### src/rtl/vga_sync_gen.sv
// VGA 640x480@60 timing generator: 25 MHz pixel strobe from the 50 MHz clock, scan counters, syncs, frame tick.
// Latency: hsync/vsync/frame_tick registered from next-state counts, so they align with pixel_x/pixel_y; no backpressure.
module vga_sync_gen #(
    parameter int   H_DISP   = 640,
    parameter int   H_FP     = 16,
    parameter int   H_SYNC   = 96,
    parameter int   H_BP     = 48,
    parameter int   V_DISP   = 480,
    parameter int   V_FP     = 10,
    parameter int   V_SYNC   = 2,
    parameter int   V_BP     = 33,
    parameter logic SYNC_POL = 1'b0
) (
    input  logic       clk,
    input  logic       reset_n,
    output logic       hsync,
    output logic       vsync,
    output logic       video_on,
    output logic       p_tick,
    output logic       frame_tick,
    output logic [9:0] pixel_x,
    output logic [9:0] pixel_y
);

    localparam int H_TOTAL = H_DISP + H_FP + H_SYNC + H_BP;
    localparam int V_TOTAL = V_DISP + V_FP + V_SYNC + V_BP;

    localparam logic [9:0] H_LAST   = 10'(H_TOTAL - 1);
    localparam logic [9:0] V_LAST   = 10'(V_TOTAL - 1);
    localparam logic [9:0] H_VIS    = 10'(H_DISP);
    localparam logic [9:0] V_VIS    = 10'(V_DISP);
    localparam logic [9:0] HS_START = 10'(H_DISP + H_FP);
    localparam logic [9:0] HS_END   = 10'(H_DISP + H_FP + H_SYNC - 1);
    localparam logic [9:0] VS_START = 10'(V_DISP + V_FP);
    localparam logic [9:0] VS_END   = 10'(V_DISP + V_FP + V_SYNC - 1);

    logic       div_q, div_d;
    logic [9:0] h_q, h_d;
    logic [9:0] v_q, v_d;
    logic       hs_q, hs_d;
    logic       vs_q, vs_d;
    logic       ft_q, ft_d;

    always_comb begin
        div_d = ~div_q;
        h_d   = h_q;
        v_d   = v_q;
        // >= rather than == so a corrupted count recovers to 0 on the next tick
        if (div_q) begin
            if (h_q >= H_LAST) begin
                h_d = '0;
                if (v_q >= V_LAST) begin
                    v_d = '0;
                end else begin
                    v_d = v_q + 10'd1;
                end
            end else begin
                h_d = h_q + 10'd1;
            end
        end
    end

    always_comb begin
        hs_d = ~SYNC_POL;
        vs_d = ~SYNC_POL;
        if ((h_d >= HS_START) && (h_d <= HS_END)) begin
            hs_d = SYNC_POL;
        end
        if ((v_d >= VS_START) && (v_d <= VS_END)) begin
            vs_d = SYNC_POL;
        end
        // Fires in the cycle whose strobe retires the last pixel of the frame
        ft_d = div_d && (h_d == H_LAST) && (v_d == V_LAST);
    end

    always_ff @(posedge clk) begin
        if (!reset_n) begin
            div_q <= 1'b0;
            h_q   <= '0;
            v_q   <= '0;
            hs_q  <= ~SYNC_POL;
            vs_q  <= ~SYNC_POL;
            ft_q  <= 1'b0;
        end else begin
            div_q <= div_d;
            h_q   <= h_d;
            v_q   <= v_d;
            hs_q  <= hs_d;
            vs_q  <= vs_d;
            ft_q  <= ft_d;
        end
    end

    assign p_tick     = div_q;
    assign pixel_x    = h_q;
    assign pixel_y    = v_q;
    assign hsync      = hs_q;
    assign vsync      = vs_q;
    assign frame_tick = ft_q;
    assign video_on   = (h_q < H_VIS) && (v_q < V_VIS);

endmodule

### config.mk
export PLATFORM = sky130hd
export DESIGN_NAME = vga_sync_gen
export DESIGN_NICKNAME = d
export VERILOG_FILES = /design/src/rtl/vga_sync_gen.sv
export SDC_FILE = /design/constraint.sdc
export NUM_CORES = 1
export LEC_CHECK = 0
export ABC_AREA = 1
export BUFFER_PORTS_ARGS = -buffer_cell sky130_fd_sc_hd__buf_2
export CORE_ASPECT_RATIO = 1.25
export CORE_MARGIN = 4
export CORE_UTILIZATION = 54
export CTS_CLUSTER_SIZE = 8
export DETAILED_ROUTE_END_ITERATION = 6
export GPL_ROUTABILITY_DRIVEN = 0
export PLACE_DENSITY_LB_ADDON = 0.08
export SYNTH_ARGS = -nofsm -noshare
export SYNTH_HDL_FRONTEND = slang
export SYNTH_SLANG_ARGS = --single-unit
export TNS_END_PERCENT = 20
### constraint.sdc
create_clock -name clk -period 2.2 [get_ports clk]
set_clock_uncertainty 0.05 [all_clocks]
set_input_delay 0.33 -clock clk [delete_from_list [all_inputs] [get_ports clk]]
set_output_delay 0.33 -clock clk [all_outputs]
set_load 0.005 [all_outputs]
==> impl_metrics.env, run 1 <==
export IMPL_status="finished, final reports clean"
export IMPL_ant_nets=0
export IMPL_wire_per_inst_microns=11.34
export IMPL_overflow=0
export IMPL_ys_warn_count=0
export IMPL_totalWireLength_microns=3412
export IMPL_cts_clk_slew_worst_paths_ns=0.13
export IMPL_route_vias_total=1536
export IMPL_worstSetupStartpointType="register"
export IMPL_cp_arrival_ns=2.03
export IMPL_comb_power_share_pct=4.1
export IMPL_power_uw=705.0
export IMPL_synth_area_sq_mm=0.001441
export IMPL_leakagePower_uw=0.0008357
export IMPL_insertion_delay_ns=0.31
export IMPL_die_area_sq_mm=0.003565
export IMPL_synth_area_per_cell_sq_um=6.031
export IMPL_diodes=0
export IMPL_core_sq_mm=0.002502
export IMPL_fillers=249
export IMPL_cts_tree="done"
export IMPL_htree_levels=1
export IMPL_multi_input_area_sq_um=797.0
export IMPL_setup_viol=0
export IMPL_worst_pin_slew_ns=0.3636
export IMPL_cp_required_ns=2.37
export IMPL_antenna_found_initial=0
export IMPL_post_route_util_pct=65.85
export IMPL_regArea_sq_um=480.5
export IMPL_syn_inst=239
export IMPL_grt_pass1_wl_microns=5913
export IMPL_clk_path_buf_depth=2
export IMPL_drv_cap=0
export IMPL_drive_above_1_share_pct=14.93
export IMPL_layout_nets=274
export IMPL_pwr_share_clk_pct=32.7
export IMPL_dr_pass1_iters=4
export IMPL_io_pins=27
export IMPL_design_area_sq_mm=0.001648
export IMPL_yosysUniqueCellTypes=25
export IMPL_crit_fanout=9
export IMPL_max_slew_margin_pct=75.73
export IMPL_swShare_pct=22.11
export IMPL_place_area_sq_mm=0.001612
export IMPL_cts_resized=0
export IMPL_fmax_ghz=0.5375
export IMPL_synth_seq_cells=24
export IMPL_cts_num_sinks=24
export IMPL_dp_hpwl_microns=2728
export IMPL_period_minus_slack_ns=1.860
export IMPL_die_y_microns=65.77
export IMPL_seqPwrFrac_pct=63.2
export IMPL_postCtsSetupBuffers=0
export IMPL_drt_iter0_drc=78
export IMPL_die_w_microns=54.21
export IMPL_grt_pass1_vias=1377
export IMPL_rsz0062_at_grt="false"
export IMPL_yosysSeqAreaShare_pct=33.33
export IMPL_ir_drop_mv=0.3019
export IMPL_period_share_pct=84.56
export IMPL_rows=20
export IMPL_hp_class="in -> reg"
export IMPL_drc=0
export IMPL_cts_inserted_buffers=3
export IMPL_internal_power_uw=549.1
export IMPL_timing_setup_tns_ns=0
export IMPL_area_growth_pct=14.32
export IMPL_final_hold_violation_count=0
export IMPL_grt_usage_pct=21.97
export IMPL_p_sw_uw=155.9
export IMPL_start_util_pct=57.60
export IMPL_clockRootBuffer="clkbuf_4"
export IMPL_synth_nets=244
export IMPL_via_per_inst=5.103
export IMPL_p_per_area_mw_per_mm2=427.8
export IMPL_grt_max_degree=14
export IMPL_portBuffers=26
export IMPL_slew_violations=0
export IMPL_cp_end_kind="register"
export IMPL_critPathKind="reg -> reg"
export IMPL_ctsHoldBuffers=0
worst paths after layout:
| kind | end | startpoint | cells after the start | slack (ns) |
|---|---|---|---|---|
| max | vsync | pixel_x[0] | 13 | 0.34 |
| max reg2reg | vsync | pixel_x[0] | 13 | 0.34 |
| min | pixel_y[0] | reset_n | 3 | 0.26 |
| min reg2reg | pixel_x[9] | pixel_x[9] | 2 | 0.49 |
power groups by stage:
stage	Clock [uW]	Combinational (uW)	Sequential (uW)
2_1_floorplan	0	17.7	454
3_3_place_gp	0	29.5	455
3_5_place_dp	0	29.3	455
4_1_cts	240	29.4	446
5_1_grt	265	32.4	447
6_report	230	29.1	446
area by class of cell:
| type | count | area share, % |
|---|---|---|
| clock buffer | 4 | 2.202 |
| inverter | 41 | 9.415 |
| multi-input combinational | 172 | 48.37 |
| sequential | 24 | 29.16 |
| tap | 33 | 2.506 |
| timing repair buffer | 27 | 8.352 |
layer usage:
metal / vias up / GRT usage (%) / wire length, microns
met3: 7 / 2.494 / 148
met5: - / 0 / 0
met4: 0 / 6.854 / 60
met2: 36 / 38.17 / 1717
li1: 803 / - / -
met1: 690 / 27.31 / 1486
stage by stage:
| stage | hold slack (ns) | std cells | worst slack, ns |
|---|---|---|---|
| final | 0.2578 | 301 | 0.3396 |
| after global routing | 0.2463 | 301 | 0.1491 |
| after CTS | 0.2467 | 301 | 0.3367 |
| after detailed placement | 0.4696 | 297 | 0.3761 |
| after global placement | 0.4666 | 297 | 0.3935 |
| after floorplan | 0.4030 | 239 | 0.5732 |
synth_stat cells:
library cell / instances / area [sq um]
o21ai_0: 7 / 35.03
o21ai_1: 1 / 5.000
a21oi_1: 4 / 20.02
inv_1: 39 / 146.4
inv_2: 1 / 3.750
dfxtp_1: 24 / 480.5
nor2_4: 1 / 11.26
clkbuf_1: 1 / 3.750
clkinv_2: 1 / 5.000
o21ai_2: 1 / 8.760
nor2_2: 2 / 12.51
nor3_1: 4 / 20.02
xor2_1: 1 / 8.760
nand2_2: 2 / 12.51
buf_2: 1 / 5.000
nor2_1: 44 / 165.2
nand4_1: 6 / 37.54
nand3b_1: 1 / 7.510
o2111ai_1: 1 / 8.760
o2111a_1: 1 / 11.26
ha_1: 3 / 37.54
nand3_1: 23 / 115.1
nand2_1: 68 / 255.2
nand3_4: 1 / 17.52
o21bai_1: 1 / 7.510
critical path: stages, from the launching register on:
cell and delay (ns):
dfxtp_1 0.37, ha_1 0.23, nand2_2 0.10, inv_2 0.03
nand2_1 0.06, nand2_2 0.08, nand3_4 0.12, clkinv_2 0.14
o21ai_0 0.11, nand2_1 0.11, nor2_2 0.16, inv_1 0.05
nor2_1 0.10, nand2_1 0.05
layout by cell type, fill, tap and decap left out, types with 2 or more instances in the layout:
master and instances:
nand2_1 68, nor2_1 44, inv_1 39, buf_2 26
dfxtp_1 24, nand3_1 23, o21ai_0 7, nand4_1 6
a21oi_1 4, nor3_1 4, ha_1 3, clkbuf_4 3
nand2_2 2, nor2_2 2
kinds of logic after synthesis:
family,after synthesis,synth area share [%]
buffers and inverters,43,11.37
AO/OA/AOI/OAI,16,6.684
XOR/XNOR,1,0.6077
flip-flops,24,33.33
AND/OR/NAND/NOR,152,45.40
adder cells (fa/ha/maj),3,2.604
sequential cells by signal, indices dropped and copies added, names as in the netlist:
signal / flops
hsync: 1
frame_tick: 1
p_tick: 1
pixel_x: 10
pixel_y: 10
vsync: 1
Power figures use the tool's default switching activity.
==> run 2: changes to the inputs <==
==> constraint.sdc (replaced) <==
create_clock -name clk -period 1.79 [get_ports clk]
set_clock_uncertainty 0.05 [all_clocks]
set_input_delay 0.2685 -clock clk [delete_from_list [all_inputs] [get_ports clk]]
set_output_delay 0.2685 -clock clk [all_outputs]
set_load 0.005 [all_outputs]
==> impl_metrics.env, run 2 (synthesized netlist as in run 1, its figures left out) <==
export IMPL_power_uw=874.3
export IMPL_path_cells="ha_4 > nand2_2 > nor2_1 > nor2_2 > nor2_4 > nand4_1 > nand2_1 > nand2_1 > nor2_1 > nand3_1 > nor2_1"
export IMPL_rows=20
export IMPL_period_share_pct=96.00
export IMPL_whs_endpoint="pixel_y[0]"
export IMPL_antenna_found_initial=0
export IMPL_leakagePower_uw=0.0008728
export IMPL_grt_pass1_wl_microns=5865
export IMPL_slew_violations=0
export IMPL_grt_usage_pct=21.92
export IMPL_worstSetupStartpoint="pixel_x[0]"
export IMPL_diodes=0
export IMPL_hp_class="in -> reg"
export IMPL_top_layer="met4"
export IMPL_ant_nets=0
export IMPL_cts_inserted_buffers=3
export IMPL_worstHoldStart="reset_n"
export IMPL_die_area_sq_mm=0.003565
export IMPL_post_route_util_pct=70.25
export IMPL_dp_hpwl_microns=2855
export IMPL_critPathSlowestCell="dfxtp_2"
export IMPL_setup_viol=0
export IMPL_cp_end_kind="register"
export IMPL_drc=0
export IMPL_die_w_microns=54.21
export IMPL_route_met2_wl_microns=1954
export IMPL_insertion_delay_ns=0.31
export IMPL_crit_family="simple AND/OR/NAND/NOR gates"
export IMPL_hold_ws_ns=0.1927
export IMPL_final_hold_violation_count=0
export IMPL_crit_fanout=5
export IMPL_route_vias_total=1604
export IMPL_start_util_pct=57.60
export IMPL_cts_num_sinks=24
export IMPL_ir_drop_mv=0.3821
export IMPL_layout_commonest_cell="nand2_1"
export IMPL_overflow=0
export IMPL_drv_cap=0
export IMPL_drt_iter0_drc=74
export IMPL_via_per_inst=5.191
export IMPL_timing_setup_tns_ns=0
export IMPL_totalWireLength_microns=3718
export IMPL_cp_required_ns=2.00
export IMPL_critPathKind="reg -> reg"
export IMPL_r2r_slack_ns=0.07
export IMPL_die_y_microns=65.77
export IMPL_cp_num_buf_inv=0
export IMPL_cts_clk_slew_worst_paths_ns=0.13
export IMPL_period_minus_slack_ns=1.718
export IMPL_p_per_area_mw_per_mm2=497.3
export IMPL_clockRootBuffer="clkbuf_4"
export IMPL_portBuffers=26
export IMPL_final_cell_mix="nand2_1 (65), nor2_1 (40), inv_1 (38)"
export IMPL_cts_tree="done"
export IMPL_max_slew_margin_pct=77.54
export IMPL_rsz0062_at_grt="true"
export IMPL_status="finished, final reports clean"
export IMPL_worstSetupStartpointType="register"
export IMPL_cp_arrival_ns=1.92
export IMPL_wl_met3_microns=185
export IMPL_r2r_end="frame_tick"
export IMPL_worst_pin_slew_ns=0.3366
export IMPL_r2r_start="pixel_x[0]"
export IMPL_ctsHoldBuffers=0
export IMPL_layout_nets=282
export IMPL_clk_path_buf_depth=2
export IMPL_fmax_ghz=0.5820
export IMPL_cpMostUsedCell="nor2_1"
export IMPL_drive_above_1_share_pct=23.19
export IMPL_fillers=237
export IMPL_area_growth_pct=21.96
export IMPL_htree_levels=1
export IMPL_wire_per_inst_microns=12.03
export IMPL_grt_pass1_vias=1371
export IMPL_worstRegToRegCells=11
export IMPL_io_pins=27
export IMPL_wirelength_met1_microns=1541
export IMPL_hold_depth=3
export IMPL_dr_pass1_iters=4
export IMPL_core_sq_mm=0.002502
export IMPL_slowest_delay_ns=0.38
export IMPL_grt_max_degree=14
-- run 2: changes by cell type in the layout (fill, tap and decap cells not counted), moves of 3 or more --
cell and change:
buf_4 +7, dfxtp_1 -7, dfxtp_2 +7, nand2_1 -3
nand2_2 +3, nor2_1 -4, nor2_2 +3
-- run 2: worst max path at each step --
stage,slack (ns),depth (start not counted),endpoint
after global placement,0.05,13,vsync
after global routing,-0.03,12,vsync
after floorplan,0.16,14,vsync
after detailed placement,0.03,13,vsync
final,0.07,11,frame_tick
after CTS,0.001,13,vsync
-- run 2: per-stage QoR --
| stage | setup slack, ns | instance area (sq um) | std cells |
|---|---|---|---|
| floorplan | 0.1632 | 1441 | 239 |
| global placement | 0.05175 | 1649 | 302 |
| detailed placement | 0.03109 | 1649 | 302 |
| CTS | 0.001236 | 1685 | 306 |
| global route | -0.03429 | 1758 | 309 |
| finish | 0.07165 | 1758 | 309 |
-- run 2: layout make-up --
class / instances / area [sq um] / share of cell area, %
flip-flops and latches: 24 / 489.2 / 27.83
multi-input cells: 173 / 842.1 / 47.90
well taps: 33 / 41.29 / 2.349
inverters: 41 / 158.9 / 9.039
clock buffers: 4 / 36.28 / 2.064
repair buffers: 34 / 190.2 / 10.82
-- run 2: worst register-to-register path, stage by stage, from the launching register on --
cell and delay (ns):
dfxtp_2 0.38, ha_4 0.14, nand2_2 0.07, nor2_1 0.20, nor2_2 0.08, nor2_4 0.14
nand4_1 0.15, nand2_1 0.13, nand2_1 0.05, nor2_1 0.12, nand3_1 0.08, nor2_1 0.08
-- run 2: routing by layer --
metal  vias to the layer above  global-route usage, %
li1                        823                      -
met3                         4                  2.268
met4                         0                  6.542
met1                       726                  26.85
met5                         -                      0
met2                        51                  38.77
-- run 2: where the power goes --
part | internal [uW] | total, uW | switching, uW | leakage, uW
logic | 17.5 | 47.5 | 29.9 | 0.000655
registers | 539 | 546 | 6.64 | 0.000197
clock network | 124 | 281 | 157 | 0.0000210
total | 681 | 874 | 193 | 0.000873
-- run 2: timing repair --
action / CTS / global route
endpoints found under the hold margin: 0 / 0
endpoints found under the setup margin: 0 / 5
buffers inserted: 0 / 2
resized for setup: 0 / 20
==> run 3: changes to the inputs <==
--- a/config.mk
+++ b/config.mk
@@ -13,7 +13,7 @@
 export CTS_CLUSTER_SIZE = 8
 export DETAILED_ROUTE_END_ITERATION = 6
 export GPL_ROUTABILITY_DRIVEN = 0
-export PLACE_DENSITY_LB_ADDON = 0.08
+export PLACE_DENSITY = 0.78
 export SYNTH_ARGS = -nofsm -noshare
 export SYNTH_HDL_FRONTEND = slang
 export SYNTH_SLANG_ARGS = --single-unit
==> impl_metrics.env, run 3 (synthesized netlist as in run 1, its figures left out) <==
export IMPL_design_area_sq_mm=0.001785
export IMPL_r2r_end="frame_tick"
export IMPL_rsz0062_at_grt="true"
export IMPL_final_hold_violation_count=0
export IMPL_hold_depth=3
export IMPL_comb_power_share_pct=5.8
export IMPL_fmax_ghz=0.5797
export IMPL_path_cells="nand2_2 > nor2_1 > nor2_1 > nor2_4 > nand4_1 > nand2_1 > nand2_1 > nor2_1 > nand3_1 > nor2_1"
export IMPL_diodes=0
export IMPL_overflow=0
export IMPL_drive_above_1_share_pct=24.82
export IMPL_pwr_share_clk_pct=32.6
export IMPL_pre_cts_slack_ns=0.05224
export IMPL_clockRootBuffer="clkbuf_4"
export IMPL_cpMostUsedCell="nor2_1"
export IMPL_area_growth_pct=23.87
export IMPL_via_per_inst=5.186
export IMPL_status="finished, final reports clean"
export IMPL_clk_path_buf_depth=2
export IMPL_finalNonFillerCells=311
export IMPL_worstRegToRegCells=10
export IMPL_totalWireLength_microns=3853
export IMPL_cts_inserted_buffers=3
export IMPL_max_slew_margin_pct=76.04
export IMPL_cp_arrival_ns=1.94
export IMPL_cts_clk_slew_worst_paths_ns=0.13
export IMPL_p_per_area_mw_per_mm2=494.8
export IMPL_whs_endpoint="pixel_y[0]"
export IMPL_drv_cap=0
export IMPL_cp_required_ns=2.00
export IMPL_htree_levels=1
export IMPL_drt_iter0_drc=76
export IMPL_layout_nets=284
export IMPL_insertion_delay_ns=0.32
export IMPL_crit_fanout=6
export IMPL_route_vias_total=1613
export IMPL_grt_usage_pct=22.75
export IMPL_swShare_pct=22.78
export IMPL_critPathKind="reg -> reg"
export IMPL_grt_max_degree=14
export IMPL_p_sw_uw=201.2
export IMPL_r2r_slack_ns=0.06
export IMPL_dp_hpwl_microns=2975
export IMPL_final_cell_mix="nand2_1 (64), nor2_1 (40), inv_1 (39)"
export IMPL_layout_commonest_cell="nand2_1"
export IMPL_worstHoldStart="reset_n"
export IMPL_crit_family="simple AND/OR/NAND/NOR gates"
export IMPL_leakagePower_uw=0.0008833
export IMPL_start_util_pct=57.60
export IMPL_setup_viol=0
export IMPL_cts_tree="done"
export IMPL_critPathSlowestCell="dfxtp_1"
export IMPL_portBuffers=26
export IMPL_grt_pass1_vias=1433
export IMPL_slew_violations=0
export IMPL_worst_slack_ns=0.06489
export IMPL_period_minus_slack_ns=1.725
export IMPL_die_w_microns=54.21
export IMPL_period_share_pct=96.37
export IMPL_post_place_cells=304
export IMPL_hold_ws_ns=0.1683
export IMPL_cts_num_sinks=24
export IMPL_dr_pass1_iters=4
export IMPL_die_y_microns=65.77
export IMPL_internal_power_uw=682.2
export IMPL_rows=20
export IMPL_io_pins=27
export IMPL_ir_drop_mv=0.4145
export IMPL_drc=0
export IMPL_place_area_sq_mm=0.001664
export IMPL_worst_pin_slew_ns=0.3590
export IMPL_r2r_start="pixel_x[2]"
export IMPL_core_sq_mm=0.002502
export IMPL_seqPwrFrac_pct=61.6
export IMPL_hp_class="in -> reg"
export IMPL_cp_num_buf_inv=0
export IMPL_cp_end_kind="register"
export IMPL_wire_per_inst_microns=12.39
export IMPL_ant_nets=0
export IMPL_die_area_sq_mm=0.003565
export IMPL_worstSetupStartpointType="register"
export IMPL_grt_pass1_wl_microns=6016
export IMPL_antenna_found_initial=0
export IMPL_slowest_delay_ns=0.48
## run 3: worst reg2reg max path: stages (launching register included)
cell and delay (ns):
dfxtp_1 0.48, nand2_2 0.12, nor2_1 0.16, nor2_1 0.10, nor2_4 0.14, nand4_1 0.16, nand2_1 0.12, nand2_1 0.05
nor2_1 0.12, nand3_1 0.08, nor2_1 0.08
## run 3: layout make-up
type,instances,area [sq um]
tap,33,41.29
multi-input combinational,173,849.6
sequential,24,494.2
inverter,41,158.9
fill,252,716.9
clock buffer,4,36.28
timing repair buffer,36,205.2
## run 3: worst max-delay path by stage
stage	end	from	cells past startpoint	slack (ns)
floorplan	vsync	pixel_x[0]	14	0.16
global placement	vsync	pixel_x[0]	13	0.06
detailed placement	vsync	pixel_x[0]	13	0.05
CTS	vsync	pixel_x[0]	13	0.03
global route	frame_tick	pixel_x[2]	10	-0.01
finish	frame_tick	pixel_x[2]	10	0.06
## run 3: metal layers
| layer | GRT usage (%) | part of all wire [%] | vias up |
|---|---|---|---|
| met5 | 0 | 0 | - |
| met4 | 8.411 | 2.0 | 0 |
| met3 | 2.494 | 5.7 | 11 |
| met2 | 41.92 | 54 | 58 |
| met1 | 25.49 | 39 | 719 |
| li1 | - | - | 825 |
## run 3: repair_timing
item / 4_1_cts / 5_1_grt
hold buffers: 0 / 0
resized for setup: 0 / 25
setup endpoints to repair: 0 / 4
buffers inserted: 0 / 2
## run 3: power groups by stage
stage | Sequential (uW) | Combinational (uW) | Clock (uW)
2_1_floorplan | 558 | 21.8 | 0
3_3_place_gp | 555 | 48.3 | 0
3_5_place_dp | 555 | 48.9 | 0
4_1_cts | 544 | 48.9 | 291
5_1_grt | 545 | 57.1 | 328
6_report | 544 | 51.3 | 288
## run 3: through the flow
stage	total power, uW	TNS, ns	utilization, %
after CTS	884.0	0	67.95
after detailed placement	604.3	0	66.50
after global placement	603.7	0	66.50
final	883.4	0	71.35
after floorplan	579.4	0	-
after global routing	930.2	-0.03057	71.35
